### config.mk
export PLATFORM = sky130hd
export DESIGN_NAME = skip_unit_flat
export DESIGN_NICKNAME = d
export VERILOG_FILES = /design/src/rtl/skip_if.sv /design/src/rtl/skip_unit.sv /design/src/flat_wrapper.sv
export SDC_FILE = /design/constraint.sdc
export NUM_CORES = 1
export LEC_CHECK = 0
export ABC_AREA = 1
export CAP_MARGIN = 20
export CORE_UTILIZATION = 46
export CTS_CLUSTER_DIAMETER = 30
export DETAILED_ROUTE_END_ITERATION = 6
export PLACE_DENSITY = 0.81
export SYNTH_ARGS = -nofsm -noshare
export SYNTH_HDL_FRONTEND = slang
export SYNTH_SLANG_ARGS = --single-unit
### constraint.sdc
create_clock -name CLK -period 2.5 [get_ports CLK]
set_clock_uncertainty 0.2 [all_clocks]
set_input_delay 0.75 -clock CLK [delete_from_list [all_inputs] [get_ports CLK]]
set_output_delay 0.75 -clock CLK [all_outputs]
set_load 0.01 [all_outputs]
### src/rtl/skip_if.sv
// Decode/issue-side bundle for the conditional skip unit: instruction
// presentation and issue handshake in, squash window status out.
interface skip_if #(
  parameter int WIDTH = 16,
  parameter int CNTW  = 3,
  parameter int STATW = 16
);
  logic             dec_valid;
  logic [3:0]       opcode;
  logic [3:0]       funct;
  logic [WIDTH-1:0] acc;
  logic [WIDTH-1:0] operand;
  logic [CNTW-1:0]  skip_len;
  logic             signed_mode;
  logic             issue;
  logic             flush;
  logic             squash;
  logic             skipping;
  logic [CNTW-1:0]  remaining;
  logic             skip_taken;
  logic [STATW-1:0] taken_count;

  modport master (
    output dec_valid, opcode, funct, acc, operand, skip_len,
           signed_mode, issue, flush,
    input  squash, skipping, remaining, skip_taken, taken_count
  );

  modport slave (
    input  dec_valid, opcode, funct, acc, operand, skip_len,
           signed_mode, issue, flush,
    output squash, skipping, remaining, skip_taken, taken_count
  );
endinterface

### src/rtl/skip_unit.sv
// Conditional-skip evaluation: decodes skip instructions, compares the
// accumulator against the operand and squashes the next 1..MAX_SKIP issues.
module skip_unit #(
  parameter int WIDTH = 16,
  parameter int CNTW  = 3,
  parameter int STATW = 16
) (
  input  logic  CLK,
  input  logic  reset_n,
  skip_if.slave bus
);

  typedef enum logic {
    IDLE = 1'b0,
    SKIP = 1'b1
  } state_t;

  localparam logic [3:0] OP_ALU  = 4'd0;
  localparam logic [3:0] OP_SEQI = 4'd13;
  localparam logic [3:0] OP_SNEI = 4'd14;
  localparam logic [3:0] OP_SLTI = 4'd10;
  localparam logic [3:0] F_SEQ   = 4'd11;
  localparam logic [3:0] F_SNE   = 4'd3;
  localparam logic [3:0] F_SGT   = 4'd12;
  localparam logic [3:0] F_SLT   = 4'd15;
  localparam logic [3:0] F_SGE   = 4'd13;
  localparam logic [3:0] F_SLE   = 4'd14;

  state_t           state, state_n;
  logic [CNTW-1:0]  cnt, cnt_n;
  logic             accept;
  logic             skip_taken_q;
  logic [STATW-1:0] taken_count_q;
  logic             is_eq, is_lt, is_gt;
  logic             cond;

  always_comb begin
    is_eq = (bus.acc == bus.operand);
    if (bus.signed_mode) begin
      is_lt = ($signed(bus.acc) < $signed(bus.operand));
      is_gt = ($signed(bus.acc) > $signed(bus.operand));
    end else begin
      is_lt = (bus.acc < bus.operand);
      is_gt = (bus.acc > bus.operand);
    end
  end

  // Unlisted opcode/funct combinations never produce a skip.
  always_comb begin
    cond = 1'b0;
    case (bus.opcode)
      OP_ALU: begin
        case (bus.funct)
          F_SEQ:   cond = is_eq;
          F_SNE:   cond = !is_eq;
          F_SGT:   cond = is_gt;
          F_SLT:   cond = is_lt;
          F_SGE:   cond = !is_lt;
          F_SLE:   cond = !is_gt;
          default: cond = 1'b0;
        endcase
      end
      OP_SEQI: cond = is_eq;
      OP_SNEI: cond = !is_eq;
      OP_SLTI: cond = is_lt;
      default: cond = 1'b0;
    endcase
  end

  // Flush wins over everything; in SKIP the decoded instruction is a victim
  // and cannot open a new window.
  always_comb begin
    state_n = state;
    cnt_n   = cnt;
    accept  = 1'b0;
    if (bus.flush) begin
      state_n = IDLE;
      cnt_n   = '0;
    end else begin
      case (state)
        IDLE: begin
          if (bus.dec_valid && cond) begin
            state_n = SKIP;
            cnt_n   = (bus.skip_len == '0) ? CNTW'(1) : bus.skip_len;
            accept  = 1'b1;
          end
        end
        SKIP: begin
          if (bus.issue) begin
            if (cnt <= CNTW'(1)) begin
              state_n = IDLE;
              cnt_n   = '0;
            end else begin
              cnt_n = cnt - CNTW'(1);
            end
          end
        end
        default: begin
          state_n = IDLE;
          cnt_n   = '0;
        end
      endcase
    end
  end

  always_ff @(posedge CLK or negedge reset_n) begin
    if (!reset_n) begin
      state <= IDLE;
      cnt   <= '0;
    end else begin
      state <= state_n;
      cnt   <= cnt_n;
    end
  end

  // Debug statistics: pulse and saturating counter of accepted skips.
  always_ff @(posedge CLK or negedge reset_n) begin
    if (!reset_n) begin
      skip_taken_q  <= 1'b0;
      taken_count_q <= '0;
    end else begin
      skip_taken_q <= accept;
      if (accept && (taken_count_q != {STATW{1'b1}})) begin
        taken_count_q <= taken_count_q + STATW'(1);
      end
    end
  end

  assign bus.skipping    = (state == SKIP);
  assign bus.squash      = (state == SKIP) && bus.issue;
  assign bus.remaining   = cnt;
  assign bus.skip_taken  = skip_taken_q;
  assign bus.taken_count = taken_count_q;

endmodule

### src/flat_wrapper.sv
// flat-port wrapper written by rule: the top's interface ports become plain ports
module skip_unit_flat 
#(
  parameter int WIDTH = 16,
  parameter int CNTW  = 3,
  parameter int STATW = 16
)
  (CLK, reset_n, bus_dec_valid, bus_opcode, bus_funct, bus_acc, bus_operand, bus_skip_len, bus_signed_mode, bus_issue, bus_flush, bus_squash, bus_skipping, bus_remaining, bus_skip_taken, bus_taken_count);
  skip_if #(.WIDTH(WIDTH), .CNTW(CNTW), .STATW(STATW)) bus_i ();
  input  logic CLK;
  input  logic reset_n;
  input wire logic [$bits(bus_i.dec_valid)-1:0] bus_dec_valid;
  input wire logic [$bits(bus_i.opcode)-1:0] bus_opcode;
  input wire logic [$bits(bus_i.funct)-1:0] bus_funct;
  input wire logic [$bits(bus_i.acc)-1:0] bus_acc;
  input wire logic [$bits(bus_i.operand)-1:0] bus_operand;
  input wire logic [$bits(bus_i.skip_len)-1:0] bus_skip_len;
  input wire logic [$bits(bus_i.signed_mode)-1:0] bus_signed_mode;
  input wire logic [$bits(bus_i.issue)-1:0] bus_issue;
  input wire logic [$bits(bus_i.flush)-1:0] bus_flush;
  output wire logic [$bits(bus_i.squash)-1:0] bus_squash;
  output wire logic [$bits(bus_i.skipping)-1:0] bus_skipping;
  output wire logic [$bits(bus_i.remaining)-1:0] bus_remaining;
  output wire logic [$bits(bus_i.skip_taken)-1:0] bus_skip_taken;
  output wire logic [$bits(bus_i.taken_count)-1:0] bus_taken_count;
  assign bus_i.dec_valid = bus_dec_valid;
  assign bus_i.opcode = bus_opcode;
  assign bus_i.funct = bus_funct;
  assign bus_i.acc = bus_acc;
  assign bus_i.operand = bus_operand;
  assign bus_i.skip_len = bus_skip_len;
  assign bus_i.signed_mode = bus_signed_mode;
  assign bus_i.issue = bus_issue;
  assign bus_i.flush = bus_flush;
  assign bus_squash = bus_i.squash;
  assign bus_skipping = bus_i.skipping;
  assign bus_remaining = bus_i.remaining;
  assign bus_skip_taken = bus_i.skip_taken;
  assign bus_taken_count = bus_i.taken_count;
  skip_unit #(.WIDTH(WIDTH), .CNTW(CNTW), .STATW(STATW)) u_core (.CLK(CLK), .reset_n(reset_n), .bus(bus_i));
endmodule
==> impl_metrics.yaml <==
final_layout:
  final_cell_area_sq_mm: 0.00318
  drive_above_1_share: 0.334
  area_growth_pct: 56.9
  antennaDiodeCount: 0
  nets: 446
sta:
  worstMarginPinSlew_ns: 0.370
  setup_ws_ns: -0.275
  hold_viol_final: 0
  setup_viol: 20
  fin_crit_sh: 1.11
  fin_crit_ns: 2.77
  relSlewSlack: 0.753
  fmax_ghz: 0.360
  drv_slew: 0
  rsz0062_at_grt: "true"
  worst_hold_slack_ns: 0.356
clock_tree:
  cts_tree: "built"
  cts_buffers: 3
  htree_levels: 1
  clk_pin_slew_ns: 0.08
  clock_path_buffers: 2
  clock_latency_ns: 0.26
  numClockSinks: 21
  root_buffer: "clkbuf_8"
pwr:
  ir_worst_vdd_mv: 0.332
  p_leak_uw: 0.00160
  powerDensity_mw_per_mm2: 285
global_route:
  gr-total-overflow: 0
  first_global_vias: 2041
  track_usage: 0.245
  use_met3: 0.0517
  grt_pass1_wl_microns: 8630
  gr-usage-met2: 0.435
  grt_max_degree: 22
  grt.busiest_layer: "met2"
  antenna_found_initial: 0
  use_met1: 0.286
floorplanning:
  die_h_microns: 68.4
  start_util: 0.492
  pin_count: 71
  num_rows: 23
  die_area_sq_mm: 0.00467
  dieWidth_microns: 68.4
  core_sq_mm: 0.00412
hold_path:
  hold_path.startpoint: "u_core.bus.taken_count[15]"
  hp-class: "register to register"
outcome:
  violations: "setup timing"
  status: "finished with violations"
route:
  wire_per_inst_microns: 12.9
  drc: 0
  drt_pre_antenna_iters: 4
  wl_microns: 5520
  ant_nets: 0
  dr.first_iter.drc_count: 120
  avgViaCountPerCell: 5.01
  vias: 2139
flow_run:
  cap_violations: 0
setup_path:
  cp-startpoint: "bus_operand[1]"
  end_kind: "register"
  critPathLaunchType: "input port"
  cp.required_ns: 2.50
  r2r_start: "u_core.bus.taken_count[2]"
  crit_type: "input port to register"
  worstPathArrival_ns: 2.78
  cp_max_fo: 5
placed_design:
  placed_area_sq_mm: 0.00294
  hpwlAfterDp_microns: 3920
  gp_congestion: 0.763
  portBuffers: 70
  place_ws_ns: -1.04
yosys:
  ys.warnings.count: 0
  synth-seq-cells: 21
  syn_avg_cell_area_sq_um: 7.03
  synth_nets: 356
  syn-cell-area_sq_mm: 0.00203
  synthesis.instances: 288
  yosysUniqueCellTypes: 30
  yosysSeqAreaShare: 0.259
area by class of cell:
class,instances,area (sq um)
flip-flops and latches,21,526
well taps,50,62.6
clock buffers,4,45.0
inverters,74,295
fillers,298,937
repair buffers,85,739
multi-input cells,193,1510
cell usage in the layout (no fill, tap or decap), drive strengths merged, types with 8 or more instances in the layout:
cell | netlist | layout
a21oi | 8 | 8
buf | 2 | 37
clkbuf | 0 | 10
clkdlybuf4s50 | 0 | 37
dfrtp | 21 | 21
ha | 19 | 19
inv | 74 | 74
nand2 | 67 | 67
nand3 | 32 | 32
nand4 | 8 | 9
nor2 | 21 | 22
nor3 | 10 | 10
o21bai | 16 | 16
what timing repair did:
action	CTS	global route
buffers inserted	4	3
pin swaps	53	37
hold buffers	0	0
resized for setup	130	29
setup endpoints to repair	22	22
gates cloned	2	0
flip-flops by register name (all words and copies together) (netlist names):
name / cells
u_core.bus.remaining: 3
u_core.bus.taken_count: 16
u_core.bus.skipping: 1
u_core.bus.skip_taken: 1
metrics by stage:
| stage | instances | utilization | power (uW) | TNS [ns] |
|---|---|---|---|---|
| after floorplan | 288 | - | 506 | -3.77 |
| after global routing | 427 | 0.772 | 959 | -7.60 |
| after detailed placement | 414 | 0.715 | 646 | -21.41 |
| after CTS | 424 | 0.761 | 896 | -5.24 |
| final | 427 | 0.772 | 906 | -4.28 |
| after global placement | 414 | 0.715 | 638 | -20.53 |
synthesized netlist by cell type:
| library cell | n | area, sq um |
|---|---|---|
| nand2_1 | 59 | 221 |
| nor2_8 | 1 | 20.0 |
| nand4_4 | 1 | 21.3 |
| nor2_4 | 1 | 11.3 |
| o21bai_1 | 16 | 120 |
| nor3_1 | 8 | 40.0 |
| nor2_1 | 17 | 63.8 |
| a211oi_1 | 1 | 7.51 |
| ha_1 | 19 | 238 |
| buf_12 | 1 | 20.0 |
| nor3_4 | 1 | 16.3 |
| buf_2 | 1 | 5.00 |
| nand2_2 | 7 | 43.8 |
| nand4_1 | 7 | 43.8 |
| nand2_4 | 1 | 11.3 |
| nor4_1 | 1 | 6.26 |
| dfrtp_1 | 21 | 526 |
| nand3_4 | 1 | 17.5 |
| nor3_2 | 1 | 10.0 |
| o21ai_1 | 2 | 10.0 |
| inv_1 | 72 | 270 |
| xor2_1 | 2 | 17.5 |
| nand3_2 | 9 | 90.1 |
| nand3_1 | 22 | 110 |
| o22ai_1 | 1 | 6.26 |
| a21oi_2 | 1 | 8.76 |
| o21ai_0 | 3 | 15.0 |
| nor2_2 | 2 | 12.5 |
| inv_2 | 2 | 7.51 |
| a21oi_1 | 7 | 35.0 |
per-layer routing:
layer | part of all wire | wire length, microns | up-vias
met5 | 0 | 0 | -
met4 | 0.014 | 79 | 0
met3 | 0.064 | 356 | 11
met2 | 0.49 | 2730 | 70
met1 | 0.43 | 2360 | 964
li1 | - | - | 1094
report_power, final:
group / switching [uW] / leakage (uW) / total, uW / internal, uW
Combinational: 164 / 0.00137 / 328 / 164
Sequential: 8.12 / 0.000206 / 354 / 346
Clock: 111 / 0.0000228 / 224 / 114
Total: 283 / 0.00160 / 906 / 624
path summary, 6_finish.rpt:
| kind | cells past startpoint | to | slack (ns) |
|---|---|---|---|
| worst max-delay path | 22 | u_core.bus.taken_count[8] | -0.27 |
| worst min-delay path | 3 | u_core.bus.taken_count[15] | 0.36 |
| worst max register to register | 13 | u_core.bus.taken_count[15] | 0.04 |
| worst min register to register | 3 | u_core.bus.taken_count[15] | 0.36 |
| max in group asynchronous | 2 | u_core.bus.taken_count[1] | 1.25 |
| min in group asynchronous | 2 | u_core.bus.taken_count[13] | 0.62 |
kinds of logic after synthesis:
logic type               share of synthesized area
AND/OR/NAND/NOR                              0.365
flip-flops                                   0.259
buffers and inverters                        0.149
XOR/XNOR                                   0.00865
adder cells (fa/ha/maj)                      0.117
AO/OA/AOI/OAI                                0.100
critical path, stage by stage:
cell,delay (ns)
clkdlybuf4s15_1,0.17
inv_2,0.04
ha_4,0.26
nand2_2,0.05
nand2_2,0.06
nand3_2,0.08
nand3_2,0.08
nand2_2,0.07
nand2_2,0.06
nand2_2,0.06
nand2_2,0.09
nand2_1,0.06
nand2_1,0.05
nand3_1,0.06
nand2_1,0.07
nand2_2,0.06
nand2_4,0.12
nand3_4,0.14
nor2_4,0.17
buf_6,0.14
nand3_2,0.06
nand2_1,0.06
No activity file was read; power rests on OpenSTA's default activity.
